<file path="config.mk">
export PLATFORM = sky130hd
export DESIGN_NAME = dmem_port_arbiter
export DESIGN_NICKNAME = d
export VERILOG_FILES = /design/src/rtl/dmem_port_arbiter.sv
export SDC_FILE = /design/constraint.sdc
export NUM_CORES = 1
export LEC_CHECK = 0
export ABC_AREA = 1
export ABC_CLOCK_PERIOD_IN_PS = 2000
export BUFFER_PORTS_ARGS = -buffer_cell sky130_fd_sc_hd__buf_2
export CORE_MARGIN = 2
export CORE_UTILIZATION = 45
export DETAILED_ROUTE_END_ITERATION = 7
export GPL_ROUTABILITY_DRIVEN = 0
export PLACE_DENSITY = 0.81
export SLEW_MARGIN = 40
export SYNTH_ARGS = -nofsm -noshare
export SYNTH_HDL_FRONTEND = slang
export SYNTH_SLANG_ARGS = --single-unit
export TNS_END_PERCENT = 1
</file>
<file path="constraint.sdc">
create_clock -name clk -period 2 [get_ports clk]
set_input_delay 0.3 -clock clk [delete_from_list [all_inputs] [get_ports clk]]
set_output_delay 0.3 -clock clk [all_outputs]
set_load 0.02 [all_outputs]
</file>
<file path="src/rtl/dmem_port_arbiter.sv">
// Two-port data-memory arbiter: port 0 (pipeline) has default priority, and port 1 is
// protected from starvation. The winning request is registered and presented to memory for one cycle.
module dmem_port_arbiter #(
    parameter int DM_ADDRESS = 9,
    parameter int DATA_W     = 32,
    parameter int STARVE_MAX = 4
) (
    input  logic                  clk,
    input  logic                  reset_n,

    input  logic                  p0_req,
    input  logic                  p0_we,
    input  logic [DM_ADDRESS-1:0] p0_addr,
    input  logic [DATA_W-1:0]     p0_wdata,
    input  logic [2:0]            p0_funct3,
    output logic                  p0_gnt,
    output logic                  p0_rvalid,
    output logic [DATA_W-1:0]     p0_rdata,
    output logic                  p0_err,

    input  logic                  p1_req,
    input  logic                  p1_we,
    input  logic [DM_ADDRESS-1:0] p1_addr,
    input  logic [DATA_W-1:0]     p1_wdata,
    input  logic [2:0]            p1_funct3,
    output logic                  p1_gnt,
    output logic                  p1_rvalid,
    output logic [DATA_W-1:0]     p1_rdata,
    output logic                  p1_err,

    output logic                  MemRead,
    output logic                  MemWrite,
    output logic [DM_ADDRESS-1:0] a,
    output logic [DATA_W-1:0]     wd,
    output logic [2:0]            Funct3,
    input  logic [DATA_W-1:0]     rd,
    output logic                  busy
);

    localparam int CW = 4;

    typedef enum logic {IDLE, ACCESS} state_t;

    state_t                state_q, state_d;
    logic [CW-1:0]         starve_q, starve_d;
    logic [DM_ADDRESS-1:0] addr_q;
    logic                  we_q;
    logic [DATA_W-1:0]     wdata_q;
    logic [2:0]            f3_q;
    logic                  port_q;

    logic                  p0_rvalid_q, p1_rvalid_q;
    logic [DATA_W-1:0]     p0_rdata_q, p1_rdata_q;
    logic                  p0_err_q, p1_err_q;

    logic                  starve_hit;
    logic                  gnt0, gnt1;
    logic                  mis;
    logic                  access;
    logic                  ret0, ret1;

    // Grants are gated by reset so nothing is accepted while the block is held in reset.
    assign starve_hit = (starve_q == CW'(STARVE_MAX));
    assign gnt1       = reset_n & p1_req & (~p0_req | starve_hit);
    assign gnt0       = reset_n & p0_req & ~gnt1;

    // Only W and H have alignment constraints; unknown size codes pass through unflagged.
    assign mis = ((f3_q == 3'b010) && (addr_q[1:0] != 2'b00)) ||
                 ((f3_q == 3'b001) && addr_q[0]);

    assign access = (state_q == ACCESS);
    assign ret0   = access & ~port_q & (~we_q | mis);
    assign ret1   = access &  port_q & (~we_q | mis);

    always_comb begin
        state_d  = IDLE;
        starve_d = starve_q;
        MemRead  = 1'b0;
        MemWrite = 1'b0;
        busy     = 1'b0;
        if (gnt0 || gnt1) begin
            state_d = ACCESS;
        end
        if (!p1_req || gnt1) begin
            starve_d = '0;
        end else if (gnt0 && !starve_hit) begin
            starve_d = starve_q + CW'(1);
        end
        if (state_q == ACCESS) begin
            busy     = 1'b1;
            MemRead  = ~we_q & ~mis;
            MemWrite =  we_q & ~mis;
        end
    end

    always_ff @(posedge clk or negedge reset_n) begin
        if (!reset_n) begin
            state_q  <= IDLE;
            starve_q <= '0;
        end else begin
            state_q  <= state_d;
            starve_q <= starve_d;
        end
    end

    always_ff @(posedge clk or negedge reset_n) begin
        if (!reset_n) begin
            addr_q  <= '0;
            we_q    <= 1'b0;
            wdata_q <= '0;
            f3_q    <= '0;
            port_q  <= 1'b0;
        end else if (gnt1) begin
            addr_q  <= p1_addr;
            we_q    <= p1_we;
            wdata_q <= p1_wdata;
            f3_q    <= p1_funct3;
            port_q  <= 1'b1;
        end else if (gnt0) begin
            addr_q  <= p0_addr;
            we_q    <= p0_we;
            wdata_q <= p0_wdata;
            f3_q    <= p0_funct3;
            port_q  <= 1'b0;
        end
    end

    // Response stage: rd is captured at the end of the access cycle; rdata/err hold between pulses.
    always_ff @(posedge clk or negedge reset_n) begin
        if (!reset_n) begin
            p0_rvalid_q <= 1'b0;
            p1_rvalid_q <= 1'b0;
            p0_rdata_q  <= '0;
            p1_rdata_q  <= '0;
            p0_err_q    <= 1'b0;
            p1_err_q    <= 1'b0;
        end else begin
            p0_rvalid_q <= ret0;
            p1_rvalid_q <= ret1;
            if (ret0) begin
                p0_rdata_q <= mis ? '0 : rd;
                p0_err_q   <= mis;
            end
            if (ret1) begin
                p1_rdata_q <= mis ? '0 : rd;
                p1_err_q   <= mis;
            end
        end
    end

    assign p0_gnt    = gnt0;
    assign p1_gnt    = gnt1;
    assign p0_rvalid = p0_rvalid_q;
    assign p1_rvalid = p1_rvalid_q;
    assign p0_rdata  = p0_rdata_q;
    assign p1_rdata  = p1_rdata_q;
    assign p0_err    = p0_err_q;
    assign p1_err    = p1_err_q;
    assign a         = addr_q;
    assign wd        = wdata_q;
    assign Funct3    = f3_q;

endmodule

</file>
=== After elaboration in Yosys (flattened, before gate mapping) ===
Index checks and enable logic that the tools add are counted.

* Register bits: 119
* Output and inout bits: 117
* Word-level logic and storage cells: 62

* $add $sub $neg: 1
* Eq/ne operators: 3
* Multiplexer cells: 17
* Bitwise operators: 17
* Reduce and logical (&&, ||, !) cells: 11

{| class="wikitable"
|+ Operator list
! kind !! count
|-
| two-way mux 32 bit || 3
|-
| two-way mux 9 bit || 2
|-
| bitwise AND 1 bit || 10
|-
| two-way mux 1 bit || 8
|-
| two-way mux 4 bit || 2
|-
| two-way mux 3 bit || 2
|-
| nonzero test 2 bit || 3
|-
| NOT 1 bit || 5
|-
| adder 4 x 1 -> 4 bit, second input constant || 1
|-
| equality test 4 x 3 -> 1 bit, second input constant || 1
|-
| equality test 3 x 1 -> 1 bit, second input constant || 1
|-
| equality test 3 x 2 -> 1 bit, second input constant || 1
|-
| logical AND 1 bit || 3
|-
| logical OR 1 bit || 3
|-
| logical NOT 1 bit || 2
|-
| bitwise OR 1 bit || 2
|}

=== Depth between registers and ports, before layout ===
* Depth after elaboration: 8
* Gate-level depth with buffers: 10

=== Worst setup path after synthesis ===
Ideal clock, no wire load.

* Path type: register -> output
* From: register starve_q[0]
* To: output port p0_gnt
* Data arrival time: 1.463 ns
* Slack: 0.237 ns
* Cell stages (with the launch flop): 10
* Buffers on the path: 2
* Cells stage by stage: dfrtp_1 > inv_1 > ha_1 > nand3_1 > nand2_1 > nand2_1 > buf_6 > buf_6 > inv_1 > nor2_1

* Word-level cells in the longest chain between the ends: 5

{| class="wikitable"
|+ RTL lines
! what !! RTL line !! RTL
|-
| from (decl) || 45 || <nowiki>logic [CW-1:0] starve_q, starve_d;</nowiki>
|-
| from (signal assigned) || 102 || <nowiki>starve_q <= starve_d;</nowiki>
|-
| equality test 4 x 3 -> 1 bit || 63 || <nowiki>assign starve_hit = (starve_q == CW'(STARVE_MAX));</nowiki>
|-
| bitwise OR 1 bit || 64 || <nowiki>assign gnt1 = reset_n & p1_req & (~p0_req | starve_hit);</nowiki>
|-
| bitwise AND 1 bit || 64 ||
|-
| net p1_gnt || 26 || <nowiki>output logic p1_gnt,</nowiki>
|-
| NOT 1 bit || 65 || <nowiki>assign gnt0 = reset_n & p0_req & ~gnt1;</nowiki>
|-
| bitwise AND 1 bit || 65 ||
|-
| to (decl) || 16 || <nowiki>output logic p0_gnt,</nowiki>
|}

The timed path passes the listed nets, and every way through them passes these cells.

=== Worst setup path in the final report ===
* From: register starve_q[0]
* To: output port p0_gnt

* Word-level cells in the longest chain between the ends: 5

{| class="wikitable"
|+ RTL lines
! what !! RTL line
|-
| equality test 4 x 3 -> 1 bit || 63
|-
| bitwise OR 1 bit || 64
|-
| bitwise AND 1 bit || 64
|-
| NOT 1 bit || 65
|-
| bitwise AND 1 bit || 65
|}

Every way passes these cells.

==> metrics.md <==
| Metric | Value |
|---|---|
| Sequential area share after synthesis | 51.0% |
| Seq pwr share | 37.2% |
| Worst-case clock buffer depth | 2 |
| Final hold slack | 17.2 ps |
| Area of the multi-input gates | 0.00229 mm^2 |
| Relative slew slack | 57.8% |
| Die Wd | 118 um |
| Yosys Warn Count | 0 |
| Crit end category | output pin |
| Max-Cap Viols | 0 |
| Die H | 118 um |
| Synth Cell Area | 0.00584 mm^2 |
| Vias | 5671 |
| Startpoint Class | register |
| DR iter-0 viols | 511 |
| Slew @ Worst Pin | 633 ps |
| TritonCTS clock tree | built |
| FF/Latch Area | 0.00298 mm^2 |
| Root buf cell | clkbuf_16 |
| DRC | 0 |
| Die Area | 0.0139 mm^2 |
| H-tree depth | 4 |
| Vias/cell | 5.12 |
| NetSw | 3230 uW |
| RSZ-0062 raised after global routing | false |
| Nets | 1050 |
| Tmin final | 1900 ps |
| Gr usage total | 23.9% |
| Avg Synthesized Cell Area | 8.40 um^2 |
| Tcrit/Tclk final | 95.1% |
| Crit Path Max Fanout | 3 |
| Fin area | 0.00770 mm^2 |
| Vias in the first global route | 5245 |
| Drt pass-1 iters | 5 |
| Area Overhead vs Synth | 31.8% |
| # port buffers | 242 |
| WS Path Type | register to output pin |
| Hold Violations, Final | 0 |
| Routed Antenna Nets | 0 |
| Per-cell routed wire length | 14.8 um |
| Setup violators final | 0 |
| Setup TNS | 0 ps |
| Leak Pwr | 0.00442 uW |
| Initial antenna violation count | 0 |
| Cell Rows | 41 |
| Starting Density | 46.1% |
| Critical path data arrival time | 1600 ps |
| Grt ovf | 0 |
| Max Clock Freq | 526 MHz |
| PD cells | 1180 mW/mm^2 |
| Clock transition at path regs | 50 ps |
| Clock Latency Late Sink | 410 ps |
| Worst Skew | 7.09 ps |
| Unique cell type count in the Yosys netlist | 26 |
| Final HPWL DP | 11400 um |
| Fin. max-slew vios | 0 |
| Syn Nets | 824 |
| First-pass GRT wire length | 26500 um |
| Largest net degree at the start of global routing | 121 |
| Comb pwr share | 29.7% |
| Hold_buf cts | 0 |
| Clock tree sinks | 119 |
| Status | completed |
| Fillcell total | 1135 |
| CORE AREA | 0.0127 mm^2 |
| CP Data Required Time | 1700 ps |
| CTS buffer count | 17 |
| DP Area | 0.00708 mm^2 |
| Layout cells sized above 1 | 33.6% |
| Hold WC Path Type | primary input to asynchronous set/reset pin |
| # diodes | 0 |
| Final WL | 16300 um |
| IO Pins | 243 |
| Peak VDD IR | 0.000569 V |
| Internal power | 5840 uW |
| Register bit total from synthesis | 119 |
| R2R Setup Slk | 410 ps |
| Switching Fraction | 35.6% |
| Cells after Synth | 696 |
| Clock Power Share | 33.1% |
==> registers in the layout (all words and copies together) (netlist names) <==
register	flops
p0_rvalid	1
a	9
p1_rdata	32
wd	32
port_q	1
p0_rdata	32
p1_err	1
p1_rvalid	1
Funct3	3
p0_err	1
access	1
we_q	1
starve_q	4
==> power groups by stage <==
| stage | Sequential (uW) | Clock, uW | Combinational (uW) |
|---|---|---|---|
| 6_report | 3380 | 3000 | 2690 |
| 5_1_grt | 3450 | 3190 | 2940 |
| 4_1_cts | 3380 | 3080 | 2720 |
| 3_5_place_dp | 3410 | 0 | 2710 |
| 3_3_place_gp | 3390 | 0 | 2670 |
| 2_1_floorplan | 4140 | 0 | 926 |
==> metrics by stage <==
stage	worst slack (ps)	cells	utilization, %	total power [uW]
after CTS	25.3	1105	60.6	9170
after global routing	0.00955	1107	60.8	9580
after detailed placement	367	1073	55.9	6120
final	97.8	1107	60.8	9070
after floorplan	237	696	-	5070
after global placement	407	1073	55.9	6050
==> metal layers <==
layer | track usage (%) | part of all wire [%] | vias to the layer above
met2 | 39.2 | 48 | 261
met1 | 30.9 | 43 | 2649
met4 | 9.04 | 1.8 | 0
met3 | 5.52 | 7.3 | 25
met5 | 0 | 0 | -
li1 | - | - | 2736
==> worst max-delay path, stage by stage, from the launching register on <==
cell and delay, ps:
dfrtp_1 360, inv_1 80, ha_1 190, nand3_1 90
nand2_2 80, nand2_2 90, inv_1 60, nor2_1 90
buf_4 150
==> worst paths after layout <==
kind | startpoint | end | cells after the start
worst min-delay path | reset_n | port_q | 2
worst max register to register | starve_q[0] | wd[20] | 8
max in group asynchronous | reset_n | wd[12] | 2
worst max-delay path | starve_q[0] | p0_gnt | 8
worst min register to register | p1_rdata[17] | p1_rdata[17] | 2
min in group clk | rd[5] | p1_rdata[5] | 3
==> kinds of logic (layout without fill, tap and decap cells) <==
| group | count (synthesis) | after routing | synth area share (%) |
|---|---|---|---|
| buffers and inverters | 115 | 354 | 10.0 |
| flip-flops | 119 | 119 | 51.0 |
| adder cells (fa/ha/maj) | 2 | 2 | 0.428 |
| AO/OA/AOI/OAI | 4 | 4 | 0.364 |
| AND/OR/NAND/NOR | 454 | 454 | 37.9 |
| XOR/XNOR | 2 | 2 | 0.300 |
==> layout by cell type, fill, tap and decap left out, types with 2 or more instances in the layout <==
| master | instances |
|---|---|
| buf_2 | 240 |
| nand2_1 | 222 |
| dfrtp_1 | 118 |
| nand3_1 | 97 |
| nand4_1 | 64 |
| inv_1 | 59 |
| nand3b_1 | 45 |
| clkbuf_16 | 17 |
| buf_4 | 17 |
| nand2_2 | 14 |
| clkinvlp_4 | 6 |
| nor2_1 | 5 |
| nand2_4 | 3 |
| clkbuf_8 | 3 |
| buf_12 | 3 |
| nor2_2 | 2 |
| o21ai_0 | 2 |
| ha_1 | 2 |
| clkinv_2 | 2 |
| bufinv_16 | 2 |
==> cells in the mapped netlist (all sizes together) <==
cell    count  area (um^2)
clkinv      1         3.75
dfrtp     119         2980
nor3        1         5.00
nand3b     45          338
nand3      98          495
inv        61          231
clkbuf      9         33.8
xor2        1         8.76
xnor2       1         8.76
ha          2         25.0
o22ai       1         6.26
o21ai       3         15.0
buf        44          315
nand2     239          947
nor2        7         31.3
nand4      64          400
==> final cells by class <==
class / count / share of cell area [%]
flip-flops and latches: 119 / 38.7
multi-input cells: 462 / 29.7
repair buffers: 260 / 18.0
clock buffers: 21 / 6.11
inverters: 62 / 3.05
well taps: 172 / 2.79
clock inverters: 11 / 1.61
==> what timing repair did <==
item,4_1_cts,5_1_grt
setup buffers,0,2
endpoints found under the setup margin,1,3
gates cloned,0,0
gates resized for setup,1,3
(Power assumes the default switching activity.)
